[src/rtl/sd_spi_pkg.sv]
`default_nettype none
// ============================================================================
// Module      : sd_spi_pkg
// Description : Shared constants and state encoding for the SD SPI-mode path.
// Revision    : 1.0 - initial release
// ============================================================================
package sd_spi_pkg;

    typedef logic [2:0] state_t;

    localparam state_t ST_HUNT      = 3'd0;
    localparam state_t ST_ARG       = 3'd1;
    localparam state_t ST_CRC       = 3'd2;
    localparam state_t ST_FILL      = 3'd3;
    localparam state_t ST_RESP_WAIT = 3'd4;
    localparam state_t ST_RESP_SEND = 3'd5;

    localparam logic [6:0] CRC7_POLY  = 7'h09;
    localparam logic [1:0] START_MASK = 2'b01;
    localparam logic [7:0] FILLER     = 8'hFF;

endpackage
`default_nettype wire

[src/rtl/crc7_serial.sv]
`default_nettype none
// ============================================================================
// Module      : crc7_serial
// Description : Bit-serial CRC7 (x^7 + x^3 + 1), zero init, MSB-first input.
// Revision    : 1.0 - initial release
// ============================================================================
module crc7_serial
    import sd_spi_pkg::*;
(
    input  logic       fclk,
    input  logic       rst,
    input  logic       clr,
    input  logic       en,
    input  logic       data_bit,
    output logic [6:0] crc
);

    logic [6:0] r_crc;
    logic       w_fb;

    assign w_fb = r_crc[6] ^ data_bit;

    always_ff @(posedge fclk) begin
        if (rst || clr) begin
            r_crc <= 7'h00;
        end else if (en) begin
            r_crc <= {r_crc[5:0], 1'b0} ^ (w_fb ? CRC7_POLY : 7'h00);
        end
    end

    assign crc = r_crc;

endmodule
`default_nettype wire

[src/rtl/sd_spi_responder.sv]
`default_nettype none
// ============================================================================
// Module      : sd_spi_responder
// Description : SD-card-side SPI responder: frames 6-byte commands, checks
//               CRC7, hands the command to a client and returns an R1 byte.
// Revision    : 1.0 - initial release
// ============================================================================
module sd_spi_responder
    import sd_spi_pkg::*;
#(
    parameter int NCR         = 1,
    parameter int SYNC_STAGES = 2
) (
    input  logic        fclk,
    input  logic        rst,
    input  logic        sdcs_n,
    input  logic        sdclk,
    input  logic        sddo,
    output logic        sddi,
    output logic        cmd_valid,
    output logic [5:0]  cmd_index,
    output logic [31:0] cmd_arg,
    output logic        cmd_crc_ok,
    input  logic        resp_valid,
    input  logic [7:0]  resp_data,
    output logic        resp_ready,
    output logic        busy
);

    // Per stage: {sdclk, sdcs_n, sddo}
    logic [2:0]  r_sync [SYNC_STAGES];
    logic        w_sclk;
    logic        w_cs_n;
    logic        w_mosi;
    logic        r_sclk_d;
    logic        w_rise;
    logic        w_fall;

    state_t      r_state;
    state_t      w_state_nxt;

    logic [2:0]  r_bit_cnt;
    logic [6:0]  r_rx;
    logic [7:0]  w_byte;
    logic        w_byte_done;
    logic        w_start;
    logic [7:0]  r_tx;
    logic [7:0]  w_load_byte;
    logic [1:0]  r_arg_cnt;
    logic [3:0]  r_fill_cnt;
    logic [7:0]  r_resp_byte;
    logic        r_resp_loaded;
    logic        r_hunt_busy;
    logic [5:0]  r_idx_sh;
    logic [31:0] r_arg_sh;

    logic        r_cmd_valid;
    logic [5:0]  r_cmd_index;
    logic [31:0] r_cmd_arg;
    logic        r_cmd_crc_ok;
    logic        w_resp_ready;
    logic        w_busy;

    logic        w_crc_clr;
    logic        w_crc_en;
    logic [6:0]  w_crc;

    always_ff @(posedge fclk) begin
        if (rst) begin
            for (int i = 0; i < SYNC_STAGES; i++) begin
                r_sync[i] <= 3'b011;
            end
        end else begin
            r_sync[0] <= {sdclk, sdcs_n, sddo};
            for (int i = 1; i < SYNC_STAGES; i++) begin
                r_sync[i] <= r_sync[i-1];
            end
        end
    end

    assign w_sclk      = r_sync[SYNC_STAGES-1][2];
    assign w_cs_n      = r_sync[SYNC_STAGES-1][1];
    assign w_mosi      = r_sync[SYNC_STAGES-1][0];
    assign w_rise      = w_sclk & ~r_sclk_d & ~w_cs_n;
    assign w_fall      = ~w_sclk & r_sclk_d & ~w_cs_n;
    assign w_byte      = {r_rx, w_mosi};
    assign w_byte_done = w_rise && (r_bit_cnt == 3'd7);
    assign w_start     = (w_byte[7:6] == START_MASK);
    assign w_load_byte = (r_state == ST_RESP_SEND) ? r_resp_byte : FILLER;

    // CRC runs over every HUNT/ARG bit; a rejected HUNT byte wipes it so the
    // next candidate start byte begins from zero.
    assign w_crc_en  = w_rise && ((r_state == ST_HUNT) || (r_state == ST_ARG));
    assign w_crc_clr = w_cs_n
                    || (r_state == ST_FILL) || (r_state == ST_RESP_WAIT)
                    || (r_state == ST_RESP_SEND)
                    || (w_byte_done && (r_state == ST_HUNT) && !w_start);

    crc7_serial u_crc7 (
        .fclk     (fclk),
        .rst      (rst),
        .clr      (w_crc_clr),
        .en       (w_crc_en),
        .data_bit (w_mosi),
        .crc      (w_crc)
    );

    always_ff @(posedge fclk) begin
        if (rst) begin
            r_state <= ST_HUNT;
        end else begin
            r_state <= w_state_nxt;
        end
    end

    always_comb begin
        w_state_nxt = r_state;
        if (w_cs_n) begin
            w_state_nxt = ST_HUNT;
        end else begin
            case (r_state)
                ST_HUNT:      if (w_byte_done && w_start) w_state_nxt = ST_ARG;
                ST_ARG:       if (w_byte_done && (r_arg_cnt == 2'd3)) w_state_nxt = ST_CRC;
                ST_CRC:       if (w_byte_done) w_state_nxt = ST_FILL;
                ST_FILL:      if (w_byte_done && (r_fill_cnt == 4'd1)) w_state_nxt = ST_RESP_WAIT;
                ST_RESP_WAIT: if (resp_valid) w_state_nxt = ST_RESP_SEND;
                ST_RESP_SEND: if (w_byte_done && r_resp_loaded) w_state_nxt = ST_HUNT;
                default:      w_state_nxt = ST_HUNT;
            endcase
        end
    end

    always_comb begin
        w_resp_ready = 1'b0;
        w_busy       = r_hunt_busy;
        if (r_state == ST_RESP_WAIT) begin
            w_resp_ready = 1'b1;
        end
        if (r_state != ST_HUNT) begin
            w_busy = 1'b1;
        end
    end

    always_ff @(posedge fclk) begin
        if (rst) begin
            r_sclk_d      <= 1'b0;
            r_bit_cnt     <= 3'd0;
            r_rx          <= 7'h00;
            r_tx          <= FILLER;
            r_arg_cnt     <= 2'd0;
            r_fill_cnt    <= 4'd0;
            r_resp_byte   <= FILLER;
            r_resp_loaded <= 1'b0;
            r_hunt_busy   <= 1'b0;
            r_idx_sh      <= 6'd0;
            r_arg_sh      <= 32'd0;
            r_cmd_valid   <= 1'b0;
            r_cmd_index   <= 6'd0;
            r_cmd_arg     <= 32'd0;
            r_cmd_crc_ok  <= 1'b0;
        end else begin
            r_sclk_d    <= w_sclk;
            r_cmd_valid <= 1'b0;
            if (w_cs_n) begin
                r_bit_cnt     <= 3'd0;
                r_tx          <= FILLER;
                r_resp_loaded <= 1'b0;
                r_hunt_busy   <= 1'b0;
            end else begin
                if (w_rise) begin
                    r_rx      <= w_byte[6:0];
                    r_bit_cnt <= r_bit_cnt + 3'd1;
                    // A 0 first bit in HUNT could be a start byte
                    if ((r_state == ST_HUNT) && (r_bit_cnt == 3'd0) && !w_mosi) begin
                        r_hunt_busy <= 1'b1;
                    end
                end
                if (w_fall) begin
                    if (r_bit_cnt == 3'd0) begin
                        r_tx <= w_load_byte;
                        if (r_state == ST_RESP_SEND) begin
                            r_resp_loaded <= 1'b1;
                        end
                    end else begin
                        r_tx <= {r_tx[6:0], 1'b1};
                    end
                end
                if (w_byte_done) begin
                    case (r_state)
                        ST_HUNT: begin
                            r_hunt_busy <= 1'b0;
                            if (w_start) begin
                                r_idx_sh  <= w_byte[5:0];
                                r_arg_cnt <= 2'd0;
                            end
                        end
                        ST_ARG: begin
                            r_arg_sh  <= {r_arg_sh[23:0], w_byte};
                            r_arg_cnt <= r_arg_cnt + 2'd1;
                        end
                        ST_CRC: begin
                            r_cmd_valid  <= 1'b1;
                            r_cmd_index  <= r_idx_sh;
                            r_cmd_arg    <= r_arg_sh;
                            r_cmd_crc_ok <= (w_byte[7:1] == w_crc) && w_byte[0];
                            r_fill_cnt   <= 4'(NCR);
                        end
                        ST_FILL: begin
                            r_fill_cnt <= r_fill_cnt - 4'd1;
                        end
                        ST_RESP_SEND: begin
                            if (r_resp_loaded) begin
                                r_resp_loaded <= 1'b0;
                            end
                        end
                        default: begin
                        end
                    endcase
                end
                if ((r_state == ST_RESP_WAIT) && resp_valid) begin
                    r_resp_byte <= resp_data;
                end
            end
        end
    end

    assign sddi       = r_tx[7];
    assign cmd_valid  = r_cmd_valid;
    assign cmd_index  = r_cmd_index;
    assign cmd_arg    = r_cmd_arg;
    assign cmd_crc_ok = r_cmd_crc_ok;
    assign resp_ready = w_resp_ready;
    assign busy       = w_busy;

endmodule
`default_nettype wire
[config.mk]
export PLATFORM = sky130hd
export DESIGN_NAME = sd_spi_responder
export DESIGN_NICKNAME = d
export VERILOG_FILES = /design/src/rtl/sd_spi_pkg.sv /design/src/rtl/crc7_serial.sv /design/src/rtl/sd_spi_responder.sv
export SDC_FILE = /design/constraint.sdc
export NUM_CORES = 1
export LEC_CHECK = 0
export ABC_CLOCK_PERIOD_IN_PS = 3050
export CORE_UTILIZATION = 40
export CTS_CLUSTER_DIAMETER = 40
export DETAILED_ROUTE_END_ITERATION = 8
export HOLD_SLACK_MARGIN = 0.05
export PLACE_DENSITY_LB_ADDON = 0.2
export SLEW_MARGIN = 10
export SYNTH_ARGS = -nofsm -noshare
export SYNTH_HDL_FRONTEND = slang
export SYNTH_SLANG_ARGS = --single-unit
[constraint.sdc]
create_clock -name fclk -period 3.05 [get_ports fclk]
set_input_delay 0.61 -clock fclk [delete_from_list [all_inputs] [get_ports fclk]]
set_output_delay 0.61 -clock fclk [all_outputs]
set_load 0.02 [all_outputs]
# Word level (Yosys, flattened, before mapping)
# Memory sizes are Yosys's and may differ from the RTL's.
# Index checks and enable logic that the tools add are counted.
# word_totals
regBits,123
latchBits,0
mem_bits_rw,6
mem_bits_ro,0
inputBits,14
out_inout_bits,43
elab_cells,116
n_memories,1
# memory_table
name,words,word_bits,read_ports,rd_ports_with_merged_regs,wr,line_no,text
r_sync,2,3,2,0,2,sd_spi_responder.sv:31,logic [2:0] r_sync [SYNC_STAGES];
# op_classes
addsub,3
mul,0
div,0
order_cmp,0
n_eq_ne,17
n_shift,0
muxes,31
bitwise_logic,12
n_reduce_logical,35
# ops
operator,count
two-way mux 3 bit,8
one-hot mux 3 bit (6 select lines),1
two-way mux 1 bit,16
two-way mux 8 bit,2
logical AND 1 bit,12
== test 3 bit (second input constant),3
AND reduction 3 bit,3
inequality test 2 x 1 -> 1 bit (second input constant),4
one-hot mux 4 bit (2 select lines),1
AND reduction 4 bit,2
== test 7 bit,1
bitwise XOR 7 bit,1
== test 3 x 2 -> 1 bit (second input constant),2
logical NOT 3 bit,2
logical OR 1 bit,6
inequality test 2 bit (second input constant),3
AND reduction 6 bit,1
bitwise AND 1 bit,4
== test 4 x 1 -> 1 bit (second input constant),1
two-way mux 4 bit,1
inverter 1 bit,4
one-hot mux 2 bit (2 select lines),1
AND reduction 2 bit,2
nonzero test 2 bit,2
other kinds (13),15

# Logic depth before layout (Yosys ltp)
# Gate-level depths: netlist (run 1).
# depth
word_depth,8
mapped_depth,9
ltp_nobuf,6

# Hierarchy
# Synthesis (run 1) repeated with hierarchy kept, for this count alone.
# hier_totals
cells_unflattened,575
area_unflattened_um2,4989.8
# by_module_without_submodules
module,n_inst,cells_each,area_each_um2,seq_area_each_um2
sd_spi_responder,1,547,4713.3,2442.3
crc7_serial,1,28,276.5,140.1

# Worst setup path before layout (run 1)
# Ideal clock, no wire load.
# synth_path
kind,register to register
startpoint,reg r_state[0]
endpoint,reg r_resp_byte[0]
setup_ns,0.120
t_arrival_ns,1.731
t_required_ns,2.930
setup_slack_ns,1.199
stages_incl_launch_ff,5
n_path_buf,1
synth_period_minus_slack_ns,1.851
cell_sequence,dfxtp_1 -> nor3b_1 -> nand3b_1 -> buf_2 -> a211o_1
# synth_between
elab_chain_len,3
# synth_rtl
element,line_no,text
from (decl),sd_spi_responder.sv:39,state_t r_state;
from (signal assigned),sd_spi_responder.sv:112,r_state <= w_state_nxt;
== test 3 bit,sd_spi_responder.sv:220,if ((r_state == ST_RESP_WAIT) && resp_valid) begin
logical AND 1 bit,sd_spi_responder.sv:220,
AND reduction 2 bit (no source line),n/a,
to (signal assigned),sd_spi_responder.sv:221,r_resp_byte <= resp_data;
to (decl),sd_spi_responder.sv:51,logic [7:0] r_resp_byte;
# Every way passes these cells.
# A chain may end at the register's enable or synchronous reset.

# Worst setup path in the final report (run 1)
# layout_path
startpoint,reg r_state[0]
endpoint,out busy
# layout_between
elab_chain_len,2
# layout_rtl
element,line_no,text
nonzero test 3 bit,sd_spi_responder.sv:139,if (r_state != ST_HUNT) begin
two-way mux 1 bit,sd_spi_responder.sv:139,
to (decl),sd_spi_responder.sv:27,output logic busy
# Every way passes these cells.

==> results of run 1 <==
==> power by group through the flow <==
stage / clock (mW) / sequential (mW) / combinational [mW]
after floorplan: 0 / 1.73 / 0.0339
after global placement: 0 / 1.73 / 0.0564
after detailed placement: 0 / 1.73 / 0.0579
after CTS: 2.23 / 1.69 / 0.0582
after global routing: 2.31 / 1.69 / 0.0632
final: 2.19 / 1.69 / 0.0571
==> metal layers <==
metal | track usage, % | up-vias | part of all wire (%)
met4 | 8.57 | 0 | 1.4
met2 | 29.2 | 73 | 47
met1 | 22.2 | 1903 | 48
met3 | 4.30 | 13 | 3.5
li1 | - | 2085 | -
met5 | 0 | - | 0
==> path summary, 6_finish.rpt <==
kind	endpoint	start	slack (ns)	cells after the start
min reg2reg	r_sync[0][3]$_SDFF_PP1_	r_sync[0][0]$_SDFF_PP1_	0.41	1
min	r_sync[0][3]$_SDFF_PP1_	r_sync[0][0]$_SDFF_PP1_	0.41	1
max	busy	r_state[0]$_SDFFE_PP0P_	0.33	3
max reg2reg	cmd_arg[20]$_SDFFE_PP0P_	r_bit_cnt[0]$_SDFFE_PP0P_	0.61	7
==> kinds of logic (layout without fill, tap and decap cells) <==
group           count (synthesis)  in the layout
compound gates                129            129
xor+xnor                       10             10
fa+ha+maj                       6              6
buf+inv                        59            115
flops                         129            129
mux                             9              9
simple gates                  258            258
==> cells in the final DEF (no fill, tap or decap), types with 3 or more instances in the layout <==
| master | instances |
|---|---|
| sky130_fd_sc_hd__nor2b_1 | 6 |
| sky130_fd_sc_hd__nand3_1 | 9 |
| sky130_fd_sc_hd__clkbuf_16 | 17 |
| sky130_fd_sc_hd__a31oi_1 | 4 |
| sky130_fd_sc_hd__xor2_1 | 7 |
| sky130_fd_sc_hd__clkdlybuf4s50_1 | 55 |
| sky130_fd_sc_hd__nor4_1 | 3 |
| sky130_fd_sc_hd__inv_1 | 19 |
| sky130_fd_sc_hd__mux2i_1 | 9 |
| sky130_fd_sc_hd__nor2_1 | 25 |
| sky130_fd_sc_hd__a21oi_1 | 91 |
| sky130_fd_sc_hd__bufinv_16 | 5 |
| sky130_fd_sc_hd__or2_2 | 5 |
| sky130_fd_sc_hd__ha_1 | 6 |
| sky130_fd_sc_hd__o21ai_0 | 5 |
| sky130_fd_sc_hd__clkinv_2 | 3 |
| sky130_fd_sc_hd__xnor2_1 | 3 |
| sky130_fd_sc_hd__dfxtp_1 | 129 |
| sky130_fd_sc_hd__buf_4 | 9 |
| sky130_fd_sc_hd__a211o_1 | 9 |
| sky130_fd_sc_hd__nand2_1 | 186 |
| sky130_fd_sc_hd__o221ai_1 | 7 |
| sky130_fd_sc_hd__clkbuf_1 | 3 |
| sky130_fd_sc_hd__nor3b_1 | 3 |
==> flip-flops by register name, summed over array words and instances, names as in the netlist, 7 cells and up <==
| signal | count |
|---|---|
| u_crc7.crc | 7 |
| cmd_arg | 32 |
| r_tx | 8 |
| r_resp_byte | 8 |
| r_arg_sh | 32 |
| r_rx | 7 |
==> layout make-up <==
cell class	count	area (um^2)	share of cell area, %
clock buffer	22	464	7.41
inverter	19	71.3	1.14
timing repair buffer	64	618	9.87
multi-input combinational	412	2140	34.1
clock inverter	10	181	2.90
tap	168	210	3.36
sequential	129	2580	41.2
==> worst max-delay path, stage by stage, from the launching register on <==
cell and delay (ns):
sky130_fd_sc_hd__dfxtp_1 0.48, sky130_fd_sc_hd__nor3_1 0.53, sky130_fd_sc_hd__nand2_1 0.12, sky130_fd_sc_hd__clkdlybuf4s50_1 0.56
==> key figures, run 1 <==
Final layout
  – Post-Layout Inst Area: 6260 um^2
  – Filler Cells Inserted: 1,182
  – Final layout net count: 663
  – Area Growth Syn to Fin: 25.2%
  – Fraction of layout cells with a size suffix above 1: 7.62%
  – N_diodes: 0
  – Layout Utilization: 51.7%
  – Number of standard cells in the final layout excluding fillers: 824

CTS
  – CTS buffer count: 17
  – CTS Root Buffer Type: sky130_fd_sc_hd__clkbuf_16
  – H-tree level count: 4
  – Clock buffer depth: 2
  – CTS tree: done
  – Clock transition at the register clock pins on the worst setup and hold paths after CTS: 0.05 ns
  – Clock network latency to the later pin of the worst-skew pair: 0.42 ns
  – Hold Buf Count CTS: 0
  – Setup Fix Bufs, Post-CTS: 0
  – Number of cells upsized or downsized after cts: 0
  – Total clock sinks: 129

Synthesis
  – Instance count of the mapped netlist: 600
  – Synth Area in Compound Gates: 15.0%
  – Main combinational cell family by area after synthesis: simple AND/OR/NAND/NOR gates
  – Average cell area after synthesis: 8.34 um^2
  – Commonest cells in the netlist: sky130_fd_sc_hd__nand2_1, sky130_fd_sc_hd__dfxtp_1, sky130_fd_sc_hd__a21oi_1
  – Proportion of synthesized flip-flops having asynchronous set or reset: 0%
  – Netlist Area Pre-Place: 5000 um^2
  – Dominant cells by area after synthesis: sky130_fd_sc_hd__dfxtp_1, sky130_fd_sc_hd__nand2_1, sky130_fd_sc_hd__a21oi_1
  – Post-synth net total: 620
  – Top-area cell type share of the netlist area: 51.6%
  – Leading cell type by number of instances after synthesis: sky130_fd_sc_hd__nand2_1
  – Post-synthesis cell type count: 50
  – Flip-flop and latch count after synthesis: 129
  – Yosys top cell by area: sky130_fd_sc_hd__dfxtp_1
  – Synthesized-area fraction occupied by xor and xnor cells: 1.75%
  – Number of enable-type register cells in the synthesized netlist: 0
  – Simple-gate portion of the synthesized area: 22.5%
  – Share of the yosys chip area belonging to registers: 51.6%
  – Synthesis warning total: 0
  – Primary FF master, synth: sky130_fd_sc_hd__dfxtp_1
  – Synth Area in Adders: 1.50%
  – Mux contribution to synthesized area: 1.80%

Power
  – Worst IR drop on VDD: 0.000302 V
  – Switching Power: 742 uW
  – Relative contribution of sequential cells to total power: 42.9%
  – Power share of the combinational group: 1.4%
  – Switching portion of total power: 18.8%
  – Leakage component of the power: 2.23 nW
  – Power density normalized to cell area: 630 nW/um^2
  – Power share of the clock group: 55.6%
  – Tot Pwr: 3.95 mW
  – Internal: 3.20 mW

Timing
  – Worst-case clock skew: 0.00735 ns
  – Final max-slew violation count: 0
  – Endpoints failing setup: 0
  – Max Clk Rate: 368 MHz
  – Share of the clock period used by the worst path after layout: 89.2%
  – Final hold violations: 0
  – Rel. slew slack: 50.3%
  – Setup repair after global routing missed its margin: false
  – Clock period minus final worst setup slack: 2.72 ns
  – TNS Setup: 0 ns
  – Worst path setup slack after routing: 0.331 ns
  – Fin Hold WS: 0.409 ns
  – Actual slew at the worst max-slew pin: 0.743 ns

Worst setup path
  – Worst-path maximum fanout: 16
  – WS Path Type: flop to output pin
  – Required time at the endpoint of the critical path: 2.44 ns
  – Nature of the critical path startpoint: flop
  – CP Data Arrival Time: 2.11 ns
  – Crit end category: output pin

Status
  – Result of the run: complete, no violations

Routing
  – Via count of the routed design: 4,074
  – Final wirelength: 10,600 um
  – Post-detailed-route DRC marker count: 0
  – Number of DRC markers in iteration 0: 225
  – Routed via count divided by cell count: 4.94
  – Final routed wire length divided by cell count: 12.9 um
  – Post-detailed-route count of antenna-violating nets: 0
  – TritonRoute pass-1 iters: 4

Hold path
  – Worst hold-check path type: flop to flop

Global route
  – Maximum number of pins on one net before global-route repair: 48
  – Wire length of the first global-routing pass: 18,300 um
  – Number of global-route vias before repair: 3,932
  – Aggregate global routing overflow: 0
  – Initial antenna violation count: 0
  – Total routing usage reported by global routing: 17.9%

Floorplan
  – Number of core rows: 40
  – Vertical die dimension: 114 um
  – Placeable Area: 12,100 um^2
  – Total die area: 13,000 um^2
  – Die Wd: 114 um
  – Initial standard-cell utilization of the core: 41.3%
  – Boundary Pins: 57

Flow run
  – # Max-Cap Violations: 0

Placement
  – Placed cell areas: 5620 um^2
  – Post-DP HPWL: 6970 um
  – Setup WS pre-CTS: 0.602 ns
  – Placed instance count: 792
  – Number of port buffers: 56
  – Global placement routability congestion: 0.835
Power figures use the tool's default switching activity.
==> run 2: changes to the inputs <==
--- a/config.mk
+++ b/config.mk
@@ -6,6 +6,7 @@
 export NUM_CORES = 1
 export LEC_CHECK = 0
 export ABC_CLOCK_PERIOD_IN_PS = 3050
+export CORE_ASPECT_RATIO = 0.6
 export CORE_UTILIZATION = 40
 export CTS_CLUSTER_DIAMETER = 40
 export DETAILED_ROUTE_END_ITERATION = 8
==> key figures, run 2 (synthesis gave the netlist of run 1 again) <==
Hold path
  – Worst hold-check path type: flop to flop
  – Worst hold path depth: 1 (unchanged)

Routing
  – Routed via count divided by cell count: 5.01 (+1.4%)
  – TritonRoute pass-1 iters: 5 (+1)
  – Via count of the routed design: 4,110 (+0.88%)
  – Post-detailed-route count of antenna-violating nets: 0 (unchanged)
  – Final routed wire length divided by cell count: 14.2 um (+10%)
  – Final wirelength: 11,600 um (+9.9%)
  – Number of DRC markers in iteration 0: 218 (-3.1%)
  – Post-detailed-route DRC marker count: 0 (unchanged)

Final layout
  – Commonest non-fill, non-tap cell in the layout: sky130_fd_sc_hd__nand2_1
  – Number of standard cells in the final layout excluding fillers: 820 (-0.49%)
  – Layout Utilization: 51.5% (-0.20 points)
  – Fraction of layout cells with a size suffix above 1: 7.63% (+0.012 points)
  – Final layout net count: 663 (unchanged)
  – N_diodes: 0 (unchanged)
  – Highest-count cells in the layout ignoring fill and taps: sky130_fd_sc_hd__nand2_1, sky130_fd_sc_hd__dfxtp_1, sky130_fd_sc_hd__a21oi_1, sky130_fd_sc_hd__clkdlybuf4s50_1, sky130_fd_sc_hd__nor2_1
  – Area Growth Syn to Fin: 24.7%
  – Post-Layout Inst Area: 6230 um^2 (-0.46%)

Power
  – Tot Pwr: 3.79 mW (-3.9%)
  – Switching Power: 755 uW (+1.8%)
  – Power density normalized to cell area: 608 nW/um^2 (-3.5%)
  – Switching portion of total power: 19.9% (+1.1 points)
  – Relative contribution of sequential cells to total power: 44.7% (+1.8 points)
  – Internal: 3.04 mW (-5.3%)
  – Power share of the combinational group: 1.6% (+0.2 points)
  – Worst IR drop on VDD: 0.000418 V (+38%)
  – Leakage component of the power: 2.21 nW (-0.49%)
  – Power share of the clock group: 53.7% (-1.9 points)

Timing
  – Endpoints failing setup: 0 (unchanged)
  – Share of the clock period used by the worst path after layout: 86.2% (-2.9 points)
  – Clock period minus final worst setup slack: 2.63 ns (-0.0895 ns)
  – Fin Hold WS: 0.418 ns (+0.00892 ns)
  – Rel. slew slack: 51.1% (+0.88 points)
  – Worst-case clock skew: 0.0139 ns (+0.00658 ns)
  – Setup repair after global routing missed its margin: false
  – Worst path setup slack after routing: 0.420 ns (+0.0895 ns)
  – Final hold violations: 0 (unchanged)
  – Final max-slew violation count: 0 (unchanged)
  – Actual slew at the worst max-slew pin: 0.730 ns (-0.0132 ns)
  – TNS Setup: 0 ns (unchanged)
  – Max Clk Rate: 380 MHz (+3.4%)

Global route
  – Maximum number of pins on one net before global-route repair: 100 (+110%)
  – Aggregate global routing overflow: 0 (unchanged)
  – Wire length of the first global-routing pass: 19,500 um (+6.6%)
  – Number of global-route vias before repair: 3,829 (-2.6%)
  – Initial antenna violation count: 0 (unchanged)
  – Total routing usage reported by global routing: 19.2% (+1.4 points)

Worst setup path
  – Buf+Inv Stages, Crit Path: 1 (unchanged)
  – Cells along the critical path: nor3_1, nand2_1, clkdlybuf4s50_1
  – Cell family with the largest share of critical-path delay: simple AND/OR/NAND/NOR gates
  – Delay of the slowest cell on the worst path: 0.55 ns (about the same)
  – Nature of the critical path startpoint: flop
  – Number of cells on the worst reg-to-reg path: 8 (+1)
  – CP Data Arrival Time: 2.02 ns (-0.09 ns)
  – Worst-path maximum fanout: 16 (unchanged)
  – Required time at the endpoint of the critical path: 2.44 ns (about the same)
  – Crit end category: output pin
  – WS Path Type: flop to output pin
  – Slowest cell on the critical path: sky130_fd_sc_hd__clkdlybuf4s50_1
  – Path length in cells of the critical path: 3 (unchanged)

CTS
  – CTS Root Buffer Type: sky130_fd_sc_hd__clkbuf_16
  – Hold Buf Count CTS: 0 (unchanged)
  – Clock buffer depth: 2 (unchanged)
  – Clock network latency to the later pin of the worst-skew pair: 0.41 ns (about the same)
  – CTS tree: done
  – Number of cells upsized or downsized after cts: 0 (unchanged)
  – CTS buffer count: 17 (unchanged)
  – Setup Fix Bufs, Post-CTS: 0 (unchanged)
  – Total clock sinks: 129 (unchanged)
  – Clock transition at the register clock pins on the worst setup and hold paths after CTS: 0.05 ns (about the same)
  – H-tree level count: 4 (unchanged)

Floorplan
  – Placeable Area: 12,100 um^2 (about the same)
  – Total die area: 13,000 um^2 (+0.11%)
  – Die Wd: 146 um (+29%)
  – Boundary Pins: 57 (unchanged)
  – Number of core rows: 31 (-23%)
  – Vertical die dimension: 88.6 um (-22%)
  – Initial standard-cell utilization of the core: 41.3% (about the same)

Placement
  – Post-DP HPWL: 7680 um (+10%)
  – Setup WS pre-CTS: 0.839 ns (+0.237 ns)
  – Placed cell areas: 5640 um^2 (+0.38%)
  – Global placement routability congestion: 0.777 (-6.9%)
  – Placed instance count: 789 (-0.38%)
  – Number of port buffers: 56 (unchanged)

Status
  – Result of the run: complete, no violations

Flow run
  – # Max-Cap Violations: 0 (unchanged)
-- run 2: layer usage --
metal,GRT usage (%),part of all wire [%]
met1,28.9,54
met3,3.76,4.1
met2,26.6,41
met5,0,0
met4,8.05,0.80
-- run 2: worst paths after layout --
| path | from | endpoint | slack [ns] |
|---|---|---|---|
| max | r_state[0]$_SDFFE_PP0P_ | busy | 0.42 |
| min | r_sync[0][0]$_SDFF_PP1_ | r_sync[0][3]$_SDFF_PP1_ | 0.42 |
| max reg2reg | r_bit_cnt[0]$_SDFFE_PP0P_ | cmd_arg[6]$_SDFFE_PP0P_ | 0.88 |
| min reg2reg | r_sync[0][0]$_SDFF_PP1_ | r_sync[0][3]$_SDFF_PP1_ | 0.42 |
-- run 2: area by class of cell --
type / instances / area (um^2)
Clock inverter: 10 / 135
Sequential cell: 129 / 2580
Fill cell: 1124 / 5870
Tap cell: 165 / 206
Inverter: 19 / 71.3
Timing Repair Buffer: 64 / 643
Clock buffer: 21 / 460
Multi-Input combinational cell: 412 / 2140
-- run 2: power by group through the flow --
stage / clock, mW / combinational, mW / sequential (mW)
global placement: 0 / 0.0588 / 1.73
floorplan: 0 / 0.0339 / 1.73
CTS: 2.07 / 0.0598 / 1.69
detailed placement: 0 / 0.0596 / 1.73
global route: 2.15 / 0.0652 / 1.69
finish: 2.04 / 0.0596 / 1.69
